**src/rtl/rc_emu_pkg.sv**
```systemverilog
// Shared constants, FSM state type and saturation helper for the RC low-pass stepper.
package rc_emu_pkg;

   localparam int DEF_WIDTH      = 18;
   localparam int DEF_FRAC       = 14;
   localparam int DEF_ALPHA_W    = 16;
   localparam int DEF_ALPHA      = 6237;
   localparam int DEF_SETTLE_CNT = 4;
   localparam int ONE            = 1 << DEF_FRAC;

   typedef enum logic [1:0] {
      ST_IDLE = 2'd0,
      ST_SUB  = 2'd1,
      ST_MUL  = 2'd2,
      ST_ACC  = 2'd3
   } state_t;

   // Clamp a signed value into the two's-complement range of 'width' bits.
   function automatic logic signed [31:0] sat_to_width(input logic signed [31:0] val,
                                                       input int                 width);
      logic signed [31:0] hi;
      logic signed [31:0] lo;
      hi = (32'sd1 <<< (width - 1)) - 32'sd1;
      lo = -(32'sd1 <<< (width - 1));
      if (val > hi) begin
         return hi;
      end else if (val < lo) begin
         return lo;
      end else begin
         return val;
      end
   endfunction

endpackage

```
**src/rtl/fx_mul_round.sv**
```systemverilog
// Signed x unsigned-fraction multiply with round-half-up arithmetic shift by AW bits.
module fx_mul_round
   import rc_emu_pkg::*;
#(
   parameter int DW = DEF_WIDTH + 1,
   parameter int AW = DEF_ALPHA_W
)(
   input  logic signed [DW-1:0] i_a,
   input  logic        [AW-1:0] i_b,
   output logic signed [DW-1:0] o_p
);

   localparam int PW = DW + AW + 1;
   localparam logic signed [PW-1:0] HALF = PW'(1'b1) <<< (AW - 1);

   logic signed [PW-1:0] w_a_ext;
   logic signed [PW-1:0] w_b_ext;
   logic signed [PW-1:0] w_prod;
   logic signed [PW-1:0] w_rnd;

   assign w_a_ext = {{(AW + 1){i_a[DW-1]}}, i_a};
   assign w_b_ext = {{(DW + 1){1'b0}}, i_b};
   assign w_prod  = w_a_ext * w_b_ext;
   assign w_rnd   = w_prod + HALF;
   // |alpha| < 1 keeps the shifted result inside DW bits, so the cast never loses magnitude.
   assign o_p     = DW'(w_rnd >>> AW);

endmodule

```
**src/rtl/rc_lpf_stepper.sv**
```systemverilog
// First-order RC low-pass stepper: each accepted request applies v_out += alpha*(v_in - v_out).
module rc_lpf_stepper
   import rc_emu_pkg::*;
#(
   parameter int WIDTH      = DEF_WIDTH,
   parameter int FRAC       = DEF_FRAC,
   parameter int ALPHA_W    = DEF_ALPHA_W,
   parameter int ALPHA      = DEF_ALPHA,
   parameter int SETTLE_TOL = 1 << (FRAC - 10),
   parameter int SETTLE_CNT = DEF_SETTLE_CNT
)(
   input  logic                    emu_clk,
   input  logic                    emu_rst_n,
   input  logic                    clr,
   input  logic signed [WIDTH-1:0] v_in,
   input  logic                    step_req,
   output logic                    step_ack,
   output logic                    busy,
   output logic signed [WIDTH-1:0] v_out,
   output logic                    settled
);

   localparam int                 CNT_W   = $clog2(SETTLE_CNT + 1);
   localparam logic [ALPHA_W-1:0] ALPHA_Q = ALPHA_W'(ALPHA);
   localparam logic [CNT_W-1:0]   CNT_MAX = CNT_W'(SETTLE_CNT);
   localparam logic [WIDTH+1:0]   TOL_Q   = (WIDTH + 2)'(SETTLE_TOL);

   state_t                  r_state;
   logic signed [WIDTH:0]   r_diff_cap;
   logic signed [WIDTH:0]   r_diff;
   logic signed [WIDTH-1:0] r_vin_cap;
   logic signed [WIDTH-1:0] r_v_out;
   logic [CNT_W-1:0]        r_cnt;
   logic                    r_ack;
   logic                    r_busy;
   logic                    r_settled;

   logic signed [WIDTH:0]   w_diff_new;
   logic signed [WIDTH:0]   w_prod;
   logic signed [WIDTH+1:0] w_sum;
   logic signed [WIDTH-1:0] w_v_new;
   logic signed [WIDTH+1:0] w_err;
   logic [WIDTH+1:0]        w_abs_err;
   logic                    w_in_tol;
   logic [CNT_W-1:0]        w_cnt_next;

   // One extra bit so v_in - v_out can never overflow.
   assign w_diff_new = {v_in[WIDTH-1], v_in} - {r_v_out[WIDTH-1], r_v_out};

   fx_mul_round #(
      .DW (WIDTH + 1),
      .AW (ALPHA_W)
   ) u_mul (
      .i_a (r_diff),
      .i_b (ALPHA_Q),
      .o_p (w_prod)
   );

   // Saturating accumulate and settle-tolerance evaluation on the would-be new output.
   always_comb begin
      w_sum     = {{2{r_v_out[WIDTH-1]}}, r_v_out} + {w_prod[WIDTH], w_prod};
      w_v_new   = WIDTH'(sat_to_width(32'(w_sum), WIDTH));
      w_err     = {{2{r_vin_cap[WIDTH-1]}}, r_vin_cap} - {{2{w_v_new[WIDTH-1]}}, w_v_new};
      w_abs_err = w_err;
      if (w_err[WIDTH+1]) begin
         w_abs_err = ~w_err + (WIDTH + 2)'(1'b1);
      end else begin
         w_abs_err = w_err;
      end
      w_in_tol   = (w_abs_err <= TOL_Q);
      w_cnt_next = {CNT_W{1'b0}};
      if (!w_in_tol) begin
         w_cnt_next = {CNT_W{1'b0}};
      end else if (r_cnt == CNT_MAX) begin
         w_cnt_next = r_cnt;
      end else begin
         w_cnt_next = r_cnt + CNT_W'(1'b1);
      end
   end

   // Step sequencer; results commit on entry to ACC so ack and new v_out appear together.
   always_ff @(posedge emu_clk or negedge emu_rst_n) begin
      if (!emu_rst_n) begin
         r_state    <= ST_IDLE;
         r_diff_cap <= {(WIDTH + 1){1'b0}};
         r_diff     <= {(WIDTH + 1){1'b0}};
         r_vin_cap  <= {WIDTH{1'b0}};
         r_v_out    <= {WIDTH{1'b0}};
         r_cnt      <= {CNT_W{1'b0}};
         r_ack      <= 1'b0;
         r_busy     <= 1'b0;
         r_settled  <= 1'b0;
      end else if (clr) begin
         r_state   <= ST_IDLE;
         r_v_out   <= {WIDTH{1'b0}};
         r_cnt     <= {CNT_W{1'b0}};
         r_ack     <= 1'b0;
         r_busy    <= 1'b0;
         r_settled <= 1'b0;
      end else begin
         case (r_state)
            ST_IDLE: begin
               r_ack <= 1'b0;
               if (step_req) begin
                  r_diff_cap <= w_diff_new;
                  r_vin_cap  <= v_in;
                  r_busy     <= 1'b1;
                  r_state    <= ST_SUB;
               end else begin
                  r_busy  <= 1'b0;
                  r_state <= ST_IDLE;
               end
            end
            ST_SUB: begin
               r_diff  <= r_diff_cap;
               r_state <= ST_MUL;
            end
            ST_MUL: begin
               r_v_out   <= w_v_new;
               r_cnt     <= w_cnt_next;
               r_settled <= (w_cnt_next == CNT_MAX);
               r_ack     <= 1'b1;
               r_state   <= ST_ACC;
            end
            ST_ACC: begin
               r_ack   <= 1'b0;
               r_busy  <= 1'b0;
               r_state <= ST_IDLE;
            end
            default: begin
               r_ack   <= 1'b0;
               r_busy  <= 1'b0;
               r_state <= ST_IDLE;
            end
         endcase
      end
   end

   assign step_ack = r_ack;
   assign busy     = r_busy;
   assign v_out    = r_v_out;
   assign settled  = r_settled;

endmodule

```
**config.mk**
```make
export PLATFORM = sky130hd
export DESIGN_NAME = rc_lpf_stepper
export DESIGN_NICKNAME = d
export VERILOG_FILES = /design/src/rtl/rc_emu_pkg.sv /design/src/rtl/fx_mul_round.sv /design/src/rtl/rc_lpf_stepper.sv
export SDC_FILE = /design/constraint.sdc
export NUM_CORES = 1
export LEC_CHECK = 0
export ABC_CLOCK_PERIOD_IN_PS = 12600
export CAP_MARGIN = 10
export CORE_ASPECT_RATIO = 0.6
export CORE_MARGIN = 3
export CORE_UTILIZATION = 45
export CTS_CLUSTER_DIAMETER = 50
export DETAILED_ROUTE_END_ITERATION = 6
export PLACE_DENSITY_LB_ADDON = 0.05
export SYNTH_ARGS = -nofsm -noshare
export SYNTH_HDL_FRONTEND = slang
export SYNTH_SLANG_ARGS = --single-unit
export TNS_END_PERCENT = 10
```
**constraint.sdc**
```tcl
create_clock -name emu_clk -period 12.6 [get_ports emu_clk]
set_input_delay 3.15 -clock emu_clk [delete_from_list [all_inputs] [get_ports emu_clk]]
set_output_delay 3.15 -clock emu_clk [all_outputs]
set_load 0.03 [all_outputs]
```
**Word level (Yosys, flattened, before mapping)**

Index checks and enable logic that the tools add are counted.

- Bits in latches: 0
- Memory bits (writable): 0
- Bits of input ports: 22
- Memories: 0
- Bits in read-only memories: 0
- Flip-flop bits (word level): 82

- Add/subtract/negate cells: 6
- Divide/modulo/power cells: 0
- $mul: 1
- Muxes and demuxes: 19
- $lt $le $gt $ge: 3
- Reductions and logical operators: 7
- Bitwise logic cells: 2
- Equal/unequal tests: 5
- Shift-type cells: 0

Operator list:

| kind | count |
|---|---|
| 18-bit 2-to-1 mux | 4 |
| 18-bit by 18-bit subtractor with 19-bit output | 2 |
| 33-bit by 17-bit adder with 34-bit output (second input constant) | 1 |
| 19-bit by 14-bit multiplier with 33-bit output (second input constant) | 1 |
| 18-bit by 19-bit adder with 20-bit output | 1 |
| 20-bit by 1-bit adder with 20-bit output (second input constant) | 1 |
| 20-bit by 18-bit > comparator with 1-bit output (second input constant) | 1 |
| 20-bit by 5-bit <= comparator with 1-bit output (second input constant) | 1 |
| 20-bit by 18-bit less-than comparator with 1-bit output (second input constant) | 1 |
| 20-bit 2-to-1 mux | 1 |
| 20-bit NOT | 1 |
| 3-bit 2-to-1 mux | 4 |
| 2-bit case mux with 4 select lines | 1 |
| 3-bit equality test (second input constant) | 2 |
| 1-bit 2-to-1 mux | 6 |
| 3-bit nonzero test | 2 |
| 2-bit equality test (second input constant) | 2 |
| 1-bit case mux with 2 select lines | 2 |
| 3-bit by 1-bit adder with 3-bit output (second input constant) | 1 |
| 3-bit AND reduction | 1 |
| 2-bit by 1-bit equality test with 1-bit output (second input constant) | 1 |
| 2-bit zero test | 1 |
| 2-bit 2-to-1 mux | 1 |
| 2-bit AND reduction | 1 |
| 3 further kinds | 3 |

**Longest topological paths before layout**

- Word-level depth: 15
- Gate-level depth with buffers: 47
- Depth with buffers taken out: 45

**By module**

A second synthesis with hierarchy kept.

- Cell total of the unflattened synthesis: 2,081
- Area, all modules: 18,356.4 um^2

By module, submodules not included:

| module | area each (um^2) | instances | cells each | sequential area each (um^2) |
|---|---|---|---|---|
| fx_mul_round | 11,692.5 | 1 | 1,333 | 0.0 |
| rc_lpf_stepper | 6,663.9 | 1 | 748 | 2,052.0 |

**Least setup slack after synthesis**

Ideal clock, no wire load.

- Path kind: reg-to-reg
- Start point: register r_diff[9]
- End point: register r_cnt[1]
- Setup slack: 2,310 ps
- Data arrival time: 10,189 ps
- Period minus slack after synthesis: 10,290 ps
- Stages on the path, launching flop included: 44
- Path through: dfrtp_1 inv_1 fa_1 fa_1 inv_1 ha_1 fa_1 fa_1 ha_1 ha_1 a21o_1 a21o_1 a2111oi_0 o211ai_1 and3_1 nor2_1 nor2b_1 o21ai_0 (+8 left out) o311a_1 buf_2 nand2_1 o21a_1 ha_1 fa_1 nand2b_1 a211o_1 a211oi_2 o21ai_1 a21oi_2 o41a_2 buf_4 nor2_1 o32a_1 a2111oi_4 o2111ai_2 o32ai_1

- Cells in the longest elaborated chain, start to end: 14

Ends and longest elaborated chain:

| item | line | RTL |
|---|---|---|
| from (decl) | rc_lpf_stepper.sv:30 | `logic signed [WIDTH:0] r_diff;` |
| from (signal assigned) | rc_lpf_stepper.sv:86 | `r_diff <= {(WIDTH + 1){1'b0}};` |
| from (signal assigned) | rc_lpf_stepper.sv:115 | `r_diff <= r_diff_cap;` |
| 19-bit by 14-bit multiplier with 33-bit output * | fx_mul_round.sv:23 | `assign w_prod = w_a_ext * w_b_ext;` |
| 33-bit by 17-bit adder with 34-bit output * | fx_mul_round.sv:24 | `assign w_rnd = w_prod + HALF;` |
| 18-bit by 19-bit adder with 20-bit output * | rc_lpf_stepper.sv:61 | `w_sum = {{2{r_v_out[WIDTH-1]}}, r_v_out} + {w_prod[WIDTH], w_prod};` |
| 20-bit by 18-bit less-than comparator with 1-bit output | rc_emu_pkg.sv:27 | `end else if (val < lo) begin` |
| 18-bit 2-to-1 mux | rc_emu_pkg.sv:27 |  |
| 18-bit 2-to-1 mux * | rc_emu_pkg.sv:25 | `if (val > hi) begin` |
| 18-bit by 18-bit subtractor with 19-bit output * | rc_lpf_stepper.sv:63 | `w_err = {{2{r_vin_cap[WIDTH-1]}}, r_vin_cap} - {{2{w_v_new[WIDTH-1]}}, w_v_new};` |
| 20-bit NOT | rc_lpf_stepper.sv:66 | `w_abs_err = ~w_err + (WIDTH + 2)'(1'b1);` |
| 20-bit by 1-bit adder with 20-bit output | rc_lpf_stepper.sv:66 |  |
| 20-bit 2-to-1 mux * | rc_lpf_stepper.sv:65 | `if (w_err[WIDTH+1]) begin` |
| 20-bit by 5-bit <= comparator with 1-bit output * | rc_lpf_stepper.sv:70 | `w_in_tol = (w_abs_err <= TOL_Q);` |
| 3-bit 2-to-1 mux * | rc_lpf_stepper.sv:72 | `if (!w_in_tol) begin` |
| 3-bit 2-to-1 mux * | rc_lpf_stepper.sv:101 | `case (r_state)` |
| 3-bit 2-to-1 mux * | rc_lpf_stepper.sv:93 | `end else if (clr) begin` |
| to (signal assigned) | rc_lpf_stepper.sv:89 | `r_cnt <= {CNT_W{1'b0}};` |
| to (signal assigned) | rc_lpf_stepper.sv:96 | `r_cnt <= {CNT_W{1'b0}};` |
| to (signal assigned) | rc_lpf_stepper.sv:120 | `r_cnt <= w_cnt_next;` |
| to (decl) | rc_lpf_stepper.sv:33 | `logic [CNT_W-1:0] r_cnt;` |

Every way passes the cells marked *; elsewhere a longest branch is shown, timed or not. The select of a mux whose other input is x is not followed.
A chain may end at the register's enable or synchronous reset.

**Worst setup path after layout**

- Start point: register r_diff[10]
- End point: register r_cnt[1]

The elaborated chain is that of the path after synthesis.

==> out/metrics.cfg <==
[yosys]
synth_edf_count=0
syn_nets=1507
yosys.area.top_type=ha_1
synthTopCellsByArea=ha_1, dfrtp_1, fa_1, inv_1, nand2_1
synth_area_mm2=0.0110
synth.top_cell.area_share=0.214
syn_area_per_cell_um2=9.17
syn_inst=1204
ys_warn_count=0
synth_cell_type_count=83
synthFlopType=dfrtp_1
ys_ff_latch=82
synthArstFlopShare=1.00
ys_seq_area_frac=0.186

[routing]
via_count=8445
vias_per_cell=5.41
dr.pass1.iters=5
routed_wl_mm=27.7
ant_nets=0
drtIter0Drc=563
drcViolationCount=0
wire_per_inst_um=17.7

[sta]
setup_viol=0
skew_ps=4.90
finalSetupTns_ps=0
rsz0062_at_grt=false
fmax_mhz=85.4
worst_slew_pin_slew_ps=866
finalWorstSetupSlack_ps=888
max_slew_margin=0.421
hold_viol=0
finalCritPeriodShare=0.930
whs_ps=471
slew_viol_final=0
period_minus_slack_ps=11710

[cells_and_area]
multi_input_area_mm2=0.00811
fin_nets=1544
drive_gt1_frac=0.0538
regArea_mm2=0.00205
n_antenna_cell=0
stdcell_count=1561
nFillCells=2260
syn2layout_area_growth_pct=9.93

[floorplan]
rows=43
die_height_um=127
core_area_mm2=0.0236
chipWidth_um=208
die_area_mm2=0.0265
ios=43
initial_core_util=0.467

[hold_path]
worstHoldStart=r_diff_cap[13]
holdPathStages=2
min_path_type=reg2reg
hold_end=r_diff_cap[13]

[clock_network]
htree_levels=3
cts-root-buf=clkbuf_16
insertion_delay_ps=360
cts_resized=0
clock_sinks=82
clkTransAtPathRegs_ps=60
cts_hold_buf=0
clockBufferDepth=2
postCtsSetupBuffers=0
cts_tree=done
cts_buffers=9

[placed_design]
io_buffers=42
hpwl_mm=23.0
dp.cells=1544
post-place-ws_ps=777
gp_congestion=0.922

[global_route]
grt_pass1_wl_mm=45.0
grt_start_max_net_pins=63
track_usage=0.216
antenna_found_initial=0
grt_pass1_vias=8034
grt-ovfl-total=0

[critical_path]
max_stage_delay_ps=530
cp.arrival_ps=11940
r2r-end=r_cnt[1]
slowest_stage=fa_1
end_kind=register
r2r_start=r_diff[10]
worst-r2r-setup-slack_ps=890
worst_ep_required_time_ps=12830
crit_top_cell=ha_1
crit_fanout=13
cp-startpoint=r_diff[10]
reg2regPathDepth=41
crit_type=reg2reg
critPathLaunchType=register

[run]
cap_viol_max_count=0

[status]
run_status=finished, final reports clean

==> per-stage QoR <==
stage | cell area (um^2) | util
global placement | 11800 | 0.500
detailed placement | 11800 | 0.500
global route | 12100 | 0.514
floorplan | 11000 | -
CTS | 12100 | 0.513
finish | 12100 | 0.514
==> layout by cell type, fill, tap and decap left out, types with 9 or more instances in the layout <==
master             n
nand2b_1          10
nor2_1            51
dfrtp_1           82
xnor2_1           34
xor2_1            19
mux2_2            19
nor3_1            23
maj3_1             9
clkdlybuf4s50_1   41
a21o_1            18
a21oi_1           38
ha_1             189
fa_1              92
o21ai_0           67
nor2b_1           12
inv_1            212
a22o_1            11
o21ai_1           14
nand2_1           98
clkbuf_16          9
nand3_1           23
a211oi_1          12
==> worst max-delay path: cells and delay by family, from the launching register on <==
kind / cells / cell delay, ps
adders and majority gates: 9 / 3660
buffers and inverters: 2 / 230
AOI/OAI and AO/OA: 21 / 5270
xor gates and xnor gates: 1 / 170
and+or+nand+nor: 8 / 1760
DFF: 1 / 490
==> cell type report <==
cell class / instances / share of cell area
sequential: 82 / 0.169
multi-input combinational: 886 / 0.669
tap: 315 / 0.0325
inverter: 212 / 0.0656
clock inverter: 4 / 0.00423
timing repair buffer: 50 / 0.0397
clock buffer: 12 / 0.0203
==> metal layers <==
metal / up-vias / part of all wire / GRT usage
met2: 212 / 0.36 / 0.270
met5: - / 0 / 0
met3: 18 / 0.071 / 0.0542
met1: 4038 / 0.56 / 0.360
li1: 4177 / - / -
met4: 0 / 0.0087 / 0.0432
==> cell usage after synthesis, types with 6 or more instances <==
| cell | count |
|---|---|
| fa_1 | 92 |
| a22o_1 | 11 |
| o21ai_0 | 67 |
| xnor2_1 | 34 |
| ha_1 | 189 |
| xor2_1 | 19 |
| and3_1 | 8 |
| a21o_1 | 18 |
| a31oi_1 | 8 |
| nor2b_1 | 13 |
| o21a_1 | 8 |
| o21ai_1 | 14 |
| nand3_1 | 23 |
| nor3b_1 | 6 |
| a211oi_1 | 12 |
| nand4_1 | 6 |
| o21bai_1 | 8 |
| clkbuf_1 | 17 |
| a211o_1 | 6 |
| nand2_1 | 98 |
| nor3_1 | 23 |
| nand2b_1 | 10 |
| mux2_2 | 19 |
| maj3_1 | 9 |
| a21oi_1 | 38 |
| dfrtp_1 | 82 |
| inv_1 | 212 |
| nor2_1 | 52 |
==> worst max path at each step <==
stage / endpoint / slack, ps
detailed placement: r_cnt[1] / 780
global route: r_cnt[1] / 190
floorplan: r_cnt[1] / 2310
global placement: r_cnt[1] / 990
finish: r_cnt[1] / 890
CTS: r_cnt[2] / 730
==> sequential cells by signal, summed over array words and instances, names as in the netlist, 2 cells and up <==
name / flops
r_diff: 19
r_cnt: 3
r_diff_cap: 19
r_vin_cap: 18
r_state: 2
v_out: 18
==> cell families (layout without fill, tap and decap cells) <==
family                     count (synthesis)  after routing  share of synthesized area
buffers and inverters                    236            278                     0.0812
muxes                                     24             24                     0.0239
and+or+nand+nor                          270            270                      0.120
xor gates and xnor gates                  54             54                     0.0435
DFF                                       82             82                      0.186
AOI/OAI and AO/OA                        248            248                      0.156
adders and majority gates                290            290                      0.389
Power is not shown: default switching activity piles up to over one toggle a cycle in this logic, so the estimate is an artifact.
==> RTL change (same settings) <==
Make the reset (`emu_rst_n`) synchronous in one clocked block.
--- a/src/rtl/rc_lpf_stepper.sv
+++ b/src/rtl/rc_lpf_stepper.sv
@@ -80,5 +80,5 @@
 
    // Step sequencer; results commit on entry to ACC so ack and new v_out appear together.
-   always_ff @(posedge emu_clk or negedge emu_rst_n) begin
+   always_ff @(posedge emu_clk) begin
       if (!emu_rst_n) begin
          r_state    <= ST_IDLE;
Check against the original RTL: not equivalent (Yosys sat finds a counterexample within 4 cycles, from zero or initial values and one cycle with emu_rst_n low; the reset may be asserted at any time).
==> RTL change against the unedited design <==
- highest routed layer unchanged
- cell area is 1.8% lower
- wire length is 0.60% lower
- synthesized area is 1.7% lower
- sequential cell count stayed put
- setup slack worse by 0.013 ns
- first-iteration DRC count is 1.4% lower
Power is left out: it rests on default switching activity, and per cell area and clock period it moved more than threefold.
==> RTL change: results <==
yosys:
  ys.flop_type: "dfxtp_1"
  ys_async_sr_fraction_pct: 0
  synth_cell_types: 80
  synth.yosys.seq_area_share_pct: 15.1
  yosys_warnings: 0
  synthTopCellsByArea: "ha_1, fa_1, dfxtp_1"
  synth_common_cells: "inv_1, ha_1, nand2_1, fa_1, dfxtp_1"
placement:
  dp_hpwl_mm: 22.9
  numPortBuffers: 42
  place.gp.congestion: 0.865
clock_network:
  clk_path_buf_depth: 2
  cts.clk_slew.worst_paths_ns: 0.07
  clk_latency_ns: 0.36
  cts_buffers: 9
  cts_htree_levels: 3
  cts-root-buf: "clkbuf_16"
routing:
  viasPerCell: 5.38
  drtPass1Iterations: 6
  routed_wl_mm: 27.5
  drt_iter0_markers: 555
finish:
  drive_gt1_share_pct: 4.44
  nNetsFinal: 1585
  fillers: 2331
  reg_top3: "r_diff x19, r_diff_cap x19"
worst_setup_path:
  cp_slowest_cell: "fa_1"
  path_max_fanout: 18
  critPathArrivalTime_ns: 12.02
  critical_path.max_stage_delay_ns: 0.54
grt:
  antenna_found_initial: 0
  grt_pass1_wl_mm: 44.6
  grt_max_degree: 62
  grt.total_usage_pct: 21.7
  first_global_vias: 8134
timing:
  tightest_slew_ns: 1.13
  finClkSkew_ns: 0.0105
hold_path:
  hp-class: "reg -> reg"
outcome:
  status: "completed"
-- RTL change: cell count changes in the layout (fill, tap and decap cells not counted), moves of 17 or more --
cell / delta
nand2_1: +36
dfrtp_1: -82
dfxtp_1: +82
a21boi_0: +43
o21ai_0: -35
mux2_2: -17
a21oi_1: +32
-- RTL change: through the flow --
stage	worst slack, ns	utilization [%]	instances	cell area (um^2)	hold WS (ns)
2_1_floorplan	2.29	-	1249	10900	0.441
3_3_place_gp	0.728	49.6	1584	11600	0.452
3_5_place_dp	0.634	49.6	1584	11600	0.449
4_1_cts	0.548	50.8	1600	11900	0.462
5_1_grt	0.0608	50.9	1600	11900	0.480
6_report	0.875	50.9	1601	11900	0.461
-- RTL change: metal layers --
layer	wire [um]	global-route usage [%]	vias up
met4	101	1.99	0
met3	1220	4.08	9
met1	16400	37.4	4118
met5	0	0	-
met2	9840	27.7	153
li1	-	-	4331
-- RTL change: logic make-up after synthesis --
family	share of synthesized area, %
compound gates	18.6
xor+xnor	4.67
fa+ha+maj	39.0
buf+inv	8.24
flops	15.1
mux	0.576
simple gates	13.8
-- RTL change: critical path: cells and delay by family, from the launching register on --
| family | cells | cell delay, ns |
|---|---|---|
| muxes | 1 | 0.15 |
| and+or+nand+nor | 6 | 1.42 |
| adders and majority gates | 10 | 3.76 |
| xor gates and xnor gates | 1 | 0.15 |
| buffers and inverters | 7 | 0.75 |
| AOI/OAI and AO/OA | 20 | 4.90 |
| DFF | 1 | 0.50 |
-- RTL change: path summary, 6_finish.rpt --
path	from	endpoint	slack, ns	cells past startpoint
worst max-delay path	r_diff[8]	r_cnt[2]	0.87	45
worst min-delay path	r_diff_cap[18]	r_diff[18]	0.46	2
worst max register to register	r_diff[8]	r_cnt[2]	0.87	45
worst min register to register	r_diff_cap[18]	r_diff[18]	0.46	2
-- RTL change: layout make-up --
class | instances | share of cell area, %
Timing Repair Buffer | 50 | 3.99
Sequential cell | 82 | 13.8
Antenna cell | 1 | 0.0210
Clock inverter | 7 | 0.441
Inverter | 206 | 6.49
Multi-Input combinational cell | 931 | 70.1
Tap cell | 315 | 3.31
Clock buffer | 9 | 1.89
-- RTL change: repair_timing --
item                                    CTS  global route
buffers inserted                          0             0
endpoints found under the setup margin    0             4
gates resized for setup                   0             4
